$ cat src/rtl/mem_copy_initiator.sv
// Bus-master block copy engine: reads a word from the source, writes it to the
// destination, and repeats over a single-port valid/ready memory interface.
module mem_copy_initiator #(
    parameter int unsigned LEN_W   = 13,
    parameter int unsigned TIMEOUT = 64
) (
    input  logic             clk,
    input  logic             reset,
    input  logic             start,
    input  logic [31:0]      src_addr,
    input  logic [31:0]      dst_addr,
    input  logic [LEN_W-1:0] len_words,
    output logic             busy,
    output logic             done,
    output logic             err,
    output logic [LEN_W-1:0] words_done,
    output logic             mem_valid,
    output logic [31:0]      mem_addr,
    output logic [3:0]       mem_wstrb,
    output logic [31:0]      mem_wdata,
    input  logic             mem_ready,
    input  logic [31:0]      mem_rdata
);

    localparam int unsigned TMO_W    = $clog2(TIMEOUT + 1);
    localparam logic [3:0]  WSTRB_WR = 4'hF;
    localparam logic [3:0]  WSTRB_RD = 4'h0;

    typedef enum logic [2:0] {
        S_IDLE,
        S_RD,
        S_RD_GAP,
        S_WR,
        S_WR_GAP,
        S_FIN
    } state_e;

    state_e state_q, state_d;

    logic [31:0]      src_ptr_q, src_ptr_d;
    logic [31:0]      dst_ptr_q, dst_ptr_d;
    logic [LEN_W-1:0] len_q, len_d;
    logic [31:0]      data_q, data_d;
    logic [TMO_W-1:0] tmo_q, tmo_d;
    logic             busy_q, busy_d;
    logic             done_q, done_d;
    logic             err_q, err_d;
    logic [LEN_W-1:0] words_done_q, words_done_d;
    logic             mem_valid_q, mem_valid_d;
    logic [31:0]      mem_addr_q, mem_addr_d;
    logic [3:0]       mem_wstrb_q, mem_wstrb_d;
    logic [31:0]      mem_wdata_q, mem_wdata_d;

    logic rd_ack_c, wr_ack_c, tmo_hit_c, misaligned_c, len_zero_c;

    // Handshake qualifiers; ready only counts while a request is outstanding.
    always_comb begin
        rd_ack_c     = (state_q == S_RD) && mem_valid_q && mem_ready;
        wr_ack_c     = (state_q == S_WR) && mem_valid_q && mem_ready;
        tmo_hit_c    = mem_valid_q && !mem_ready && (tmo_q == TMO_W'(TIMEOUT - 1));
        misaligned_c = (src_addr[1:0] != 2'b00) || (dst_addr[1:0] != 2'b00);
        len_zero_c   = (len_words == '0);
    end

    always_ff @(posedge clk) begin
        if (reset) begin
            state_q <= S_IDLE;
        end else begin
            state_q <= state_d;
        end
    end

    always_comb begin
        state_d = state_q;
        case (state_q)
            S_IDLE: begin
                if (start && !misaligned_c && !len_zero_c) begin
                    state_d = S_RD;
                end
            end
            S_RD: begin
                if (tmo_hit_c) begin
                    state_d = S_IDLE;
                end else if (rd_ack_c) begin
                    state_d = S_RD_GAP;
                end
            end
            S_RD_GAP: state_d = S_WR;
            S_WR: begin
                if (tmo_hit_c) begin
                    state_d = S_IDLE;
                end else if (wr_ack_c) begin
                    state_d = S_WR_GAP;
                end
            end
            S_WR_GAP: state_d = (words_done_q == len_q) ? S_FIN : S_RD;
            S_FIN:    state_d = S_IDLE;
            default:  state_d = S_IDLE;
        endcase
    end

    // Datapath and registered bus outputs; each request launch clears the stall counter.
    always_comb begin
        src_ptr_d    = src_ptr_q;
        dst_ptr_d    = dst_ptr_q;
        len_d        = len_q;
        data_d       = data_q;
        busy_d       = busy_q;
        done_d       = 1'b0;
        err_d        = 1'b0;
        words_done_d = words_done_q;
        mem_valid_d  = mem_valid_q;
        mem_addr_d   = mem_addr_q;
        mem_wstrb_d  = mem_wstrb_q;
        mem_wdata_d  = mem_wdata_q;
        tmo_d        = (mem_valid_q && !mem_ready) ? tmo_q + TMO_W'(1) : tmo_q;

        case (state_q)
            S_IDLE: begin
                if (start) begin
                    src_ptr_d    = src_addr;
                    dst_ptr_d    = dst_addr;
                    len_d        = len_words;
                    words_done_d = '0;
                    if (misaligned_c) begin
                        err_d = 1'b1;
                    end else if (len_zero_c) begin
                        done_d = 1'b1;
                    end else begin
                        busy_d      = 1'b1;
                        mem_valid_d = 1'b1;
                        mem_addr_d  = src_addr;
                        mem_wstrb_d = WSTRB_RD;
                        tmo_d       = '0;
                    end
                end
            end
            S_RD: begin
                if (tmo_hit_c) begin
                    mem_valid_d = 1'b0;
                    err_d       = 1'b1;
                    busy_d      = 1'b0;
                end else if (rd_ack_c) begin
                    data_d      = mem_rdata;
                    mem_valid_d = 1'b0;
                end
            end
            S_RD_GAP: begin
                mem_valid_d = 1'b1;
                mem_addr_d  = dst_ptr_q;
                mem_wstrb_d = WSTRB_WR;
                mem_wdata_d = data_q;
                tmo_d       = '0;
            end
            S_WR: begin
                if (tmo_hit_c) begin
                    mem_valid_d = 1'b0;
                    err_d       = 1'b1;
                    busy_d      = 1'b0;
                end else if (wr_ack_c) begin
                    mem_valid_d  = 1'b0;
                    words_done_d = words_done_q + LEN_W'(1);
                    src_ptr_d    = src_ptr_q + 32'd4;
                    dst_ptr_d    = dst_ptr_q + 32'd4;
                end
            end
            S_WR_GAP: begin
                if (words_done_q != len_q) begin
                    mem_valid_d = 1'b1;
                    mem_addr_d  = src_ptr_q;
                    mem_wstrb_d = WSTRB_RD;
                    tmo_d       = '0;
                end
            end
            S_FIN: begin
                done_d = 1'b1;
                busy_d = 1'b0;
            end
            default: begin
                mem_valid_d = 1'b0;
                busy_d      = 1'b0;
            end
        endcase
    end

    always_ff @(posedge clk) begin
        if (reset) begin
            src_ptr_q    <= '0;
            dst_ptr_q    <= '0;
            len_q        <= '0;
            data_q       <= '0;
            tmo_q        <= '0;
            busy_q       <= 1'b0;
            done_q       <= 1'b0;
            err_q        <= 1'b0;
            words_done_q <= '0;
            mem_valid_q  <= 1'b0;
            mem_addr_q   <= '0;
            mem_wstrb_q  <= '0;
            mem_wdata_q  <= '0;
        end else begin
            src_ptr_q    <= src_ptr_d;
            dst_ptr_q    <= dst_ptr_d;
            len_q        <= len_d;
            data_q       <= data_d;
            tmo_q        <= tmo_d;
            busy_q       <= busy_d;
            done_q       <= done_d;
            err_q        <= err_d;
            words_done_q <= words_done_d;
            mem_valid_q  <= mem_valid_d;
            mem_addr_q   <= mem_addr_d;
            mem_wstrb_q  <= mem_wstrb_d;
            mem_wdata_q  <= mem_wdata_d;
        end
    end

    assign busy       = busy_q;
    assign done       = done_q;
    assign err        = err_q;
    assign words_done = words_done_q;
    assign mem_valid  = mem_valid_q;
    assign mem_addr   = mem_addr_q;
    assign mem_wstrb  = mem_wstrb_q;
    assign mem_wdata  = mem_wdata_q;

endmodule

$ cat config.mk
export PLATFORM = sky130hd
export DESIGN_NAME = mem_copy_initiator
export DESIGN_NICKNAME = d
export VERILOG_FILES = /design/src/rtl/mem_copy_initiator.sv
export SDC_FILE = /design/constraint.sdc
export NUM_CORES = 1
export LEC_CHECK = 0
export CORE_UTILIZATION = 60
export CTS_BUF_LIST = sky130_fd_sc_hd__clkbuf_4
export DETAILED_ROUTE_END_ITERATION = 7
export DONT_BUFFER_PORTS = 1
export HOLD_SLACK_MARGIN = 0.08
export PLACE_DENSITY = 0.76
export SLEW_MARGIN = 20
export SYNTH_ARGS = -nofsm -noshare
export SYNTH_HDL_FRONTEND = slang
export SYNTH_SLANG_ARGS = --single-unit
$ cat constraint.sdc
create_clock -name clk -period 2.7 [get_ports clk]
set_input_delay 0.405 -clock clk [delete_from_list [all_inputs] [get_ports clk]]
set_output_delay 0.405 -clock clk [all_outputs]
set_load 0.02 [all_outputs]
==> flow_summary.json <==
{
  "ys_warn_count": 0,
  "first_global_vias": 10800,
  "worst_setup_path_end_kind": "flip-flop",
  "hold_depth": 4,
  "gp_congestion": 0.924,
  "tns_ns": 0,
  "ys_seq_elements": 201,
  "min_from": "dst_addr[10]",
  "die_area_um2": 17900,
  "cap_violations": 0,
  "grt-ovfl-total": 0,
  "port_buffers": 0,
  "clockRootBuffer": "clkbuf_4",
  "ios": 198,
  "grt_pass1_wl_um": 55400,
  "avgSynthCellArea_um2": 7.63,
  "whs_ns": 0.0859,
  "synth_ff_type": "dfxtp_1",
  "cts_buffer_depth": 3,
  "fill_cells": 1310,
  "comb_power_share_pct": 20.2,
  "post_route_cells_drive_above_1_share_pct": 9.91,
  "antenna_found_initial": 1,
  "cp_max_fo": 6,
  "synth_area_um2": 10400,
  "leakage_nw": 4.41,
  "clk-insertion-delay-late_ns": 0.69,
  "cts_tree": "done",
  "grt_start_max_net_pins": 141,
  "critPathKind": "flip-flop to flip-flop",
  "wl_per_cell_um": 20.1,
  "r2r-start": "src_ptr_q[3]",
  "clock-sinks": 201,
  "htree_levels": 2,
  "core_um2": 16800,
  "ff2ff_setup_slack_ns": 0.13,
  "yosysTopAreaCell": "dfxtp_1",
  "ant_nets": 0,
  "tightest_slew_ns": 0.818,
  "internal_power_mw": 5.18,
  "final_hold_viol_count": 0,
  "switchingPower_mw": 2.59,
  "die_h_um": 134,
  "start_util_pct": 62.2,
  "slew_viol_final": 0,
  "grt.total_usage_pct": 38.2,
  "cts.clk_slew.worst_paths_ns": 0.08,
  "yosysSeqAreaShare_pct": 38.6,
  "layout_common_cells": "nand2_1 (229), dfxtp_1 (200), a21oi_1 (195)",
  "p_per_area_nw_per_um2": 610,
  "synthArstFlopShare_pct": 0,
  "final.min_clock_period_ns": 2.57,
  "slew_headroom_pct": 45.0,
  "final_common_cell": "nand2_1",
  "drc": 0,
  "fin_nets": 1603,
  "peakVddDrop_mv": 0.377,
  "numCtsBuffers": 53,
  "clkPwrFrac_pct": 33.9,
  "dp_hpwl_um": 20700,
  "synth.area.top_cells": "dfxtp_1 (39%), a21oi_1 (9.4%), nand2_1 (8.2%), o221ai_1 (5.4%), nand3_1 (3.3%)",
  "max_freq_mhz": 389,
  "setup_viol": 0,
  "die_w_um": 134,
  "synth-edff-count": 0,
  "hold_end": "dst_ptr_q[10]",
  "swShare_pct": 33.3,
  "first_iter_violations": 1418,
  "viasPerCell": 6.58,
  "hp-class": "input pin to flip-flop",
  "seqPwrFrac_pct": 45.8,
  "first_pass_iters": 6,
  "rsz0062_at_grt": "no",
  "critPathArrivalTime_ns": 3.20,
  "crit_path_start_kind": "flip-flop",
  "required_ns": 3.33,
  "reg2reg_to": "src_ptr_q[16]",
  "fin_skew_ns": 0.0496,
  "synth_cell_types": 68,
  "yosysTopAreaCellShare_pct": 38.6,
  "timing.final.crit_share_pct": 95.3,
  "outcome": "complete, no violations",
  "rows": 47,
  "syn_to_final_growth_pct": 22.4,
  "synth_fp_nets": 1484,
  "r2r.worst_path.cells": 7,
  "vias": 11500,
  "routed_wirelength_um": 35100,
  "synthCells": 1367
}
how the worst max path moves through the flow:
stage / from / to / slack, ns
global route: state_q[0] / mem_addr[18] / 0.009
floorplan: state_q[0] / mem_addr[10] / 0.79
global placement: state_q[2] / tmo_q[6] / 0.44
finish: src_ptr_q[3] / src_ptr_q[16] / 0.13
CTS: state_q[2] / mem_addr[19] / 0.02
detailed placement: state_q[2] / tmo_q[6] / 0.35
area by class of cell:
cell class                      instances  area, um^2  area share, %
Multi-Input combinational cell       1030        5870           46.0
Antenna cell                            1        2.50         0.0196
Sequential cell                       201        4030           31.6
Clock buffer                           73         548           4.30
Timing Repair Buffer                  189        1880           14.7
Tap cell                              220         275           2.16
Inverter                               11        45.0          0.353
Clock inverter                         20         110          0.863
routing by layer:
| metal | global-route usage [%] | share of wire, % |
|---|---|---|
| met1 | 50.3 | 40 |
| met2 | 58.5 | 45 |
| met3 | 11.5 | 12 |
| met4 | 15.1 | 3.2 |
| met5 | 0 | 0 |
cells by family (layout without fill, tap and decap cells):
group                    Yosys count  after routing  share of synthesized area [%]
AO/OA/AOI/OAI                    435            435                           26.6
AND/OR/NAND/NOR                  548            548                           25.1
multiplexers                      14             14                           1.34
other                              0              1                              0
flip-flops                       201            201                           38.6
XOR/XNOR                          29             29                           2.44
buffers and inverters            136            293                           5.40
adder cells (fa/ha/maj)            4              4                          0.480
metrics by stage:
stage	setup WS [ns]	power, mW	std cells	area, um^2	util [%]
final	0.127	7.77	1745	12800	76.1
after global routing	0.00875	8.11	1745	12800	76.1
after CTS	0.0154	7.71	1743	12700	75.8
after detailed placement	0.348	4.90	1510	10600	63.4
after global placement	0.442	4.87	1510	10600	63.4
after floorplan	0.787	4.55	1367	10400	-
cells in the mapped netlist (3+ instances only):
| cell type | instances |
|---|---|
| o22ai_1 | 15 |
| a22oi_1 | 12 |
| o21ai_0 | 59 |
| and4_1 | 10 |
| xnor2_1 | 16 |
| nor2b_1 | 37 |
| buf_2 | 21 |
| a2bb2oi_1 | 6 |
| a21o_1 | 5 |
| a21oi_1 | 196 |
| or3_1 | 8 |
| a211oi_1 | 11 |
| nand3_1 | 69 |
| inv_1 | 10 |
| and2_1 | 9 |
| a31o_2 | 4 |
| o21ai_1 | 5 |
| dfxtp_1 | 201 |
| nand4_1 | 30 |
| mux2i_1 | 14 |
| nor4_1 | 20 |
| o32ai_1 | 6 |
| o221ai_1 | 64 |
| nor2_1 | 72 |
| a311oi_1 | 5 |
| o31ai_1 | 9 |
| nand2_1 | 229 |
| buf_4 | 4 |
| buf_1 | 9 |
| xor2_1 | 13 |
| and3_1 | 9 |
| o41ai_1 | 3 |
| ha_1 | 4 |
| clkbuf_1 | 87 |
| nand3b_1 | 3 |
| clkbuf_2 | 3 |
| nand2b_1 | 8 |
| nor3_1 | 31 |
| a31oi_1 | 14 |
worst max-delay path, cell delays in order, from the launching register on:
cell and delay [ns]:
dfxtp_1 0.45, ha_1 0.28, nand3_1 0.19, or3_4 0.46, o31ai_1 0.22, a21oi_1 0.10, a211oi_1 0.23, dlygate4sd3_1 0.58
repair_timing:
item	in CTS	in global routing
endpoints found under the setup margin	0	9
resized for setup	0	11
hold buffers	140	0
endpoints found under the hold margin	189	0
buffers inserted	0	1
power by group through the flow:
stage / Sequential [mW] / Clock, mW / Combinational (mW)
after detailed placement: 3.61 / 0 / 1.29
after floorplan: 3.51 / 0 / 1.03
after global placement: 3.61 / 0 / 1.26
final: 3.56 / 2.64 / 1.57
after global routing: 3.59 / 2.82 / 1.70
after CTS: 3.55 / 2.66 / 1.50
sequential cells by signal (all words and copies together), names as in the netlist:
register and cells:
mem_valid 1, busy 1, done 1, data_q 32
dst_ptr_q 32, mem_addr 32, tmo_q 7, words_done 13
mem_wstrb 1, mem_wdata 32, src_ptr_q 32, len_q 13
err 1, state_q 3
(Power assumes the default switching activity.)
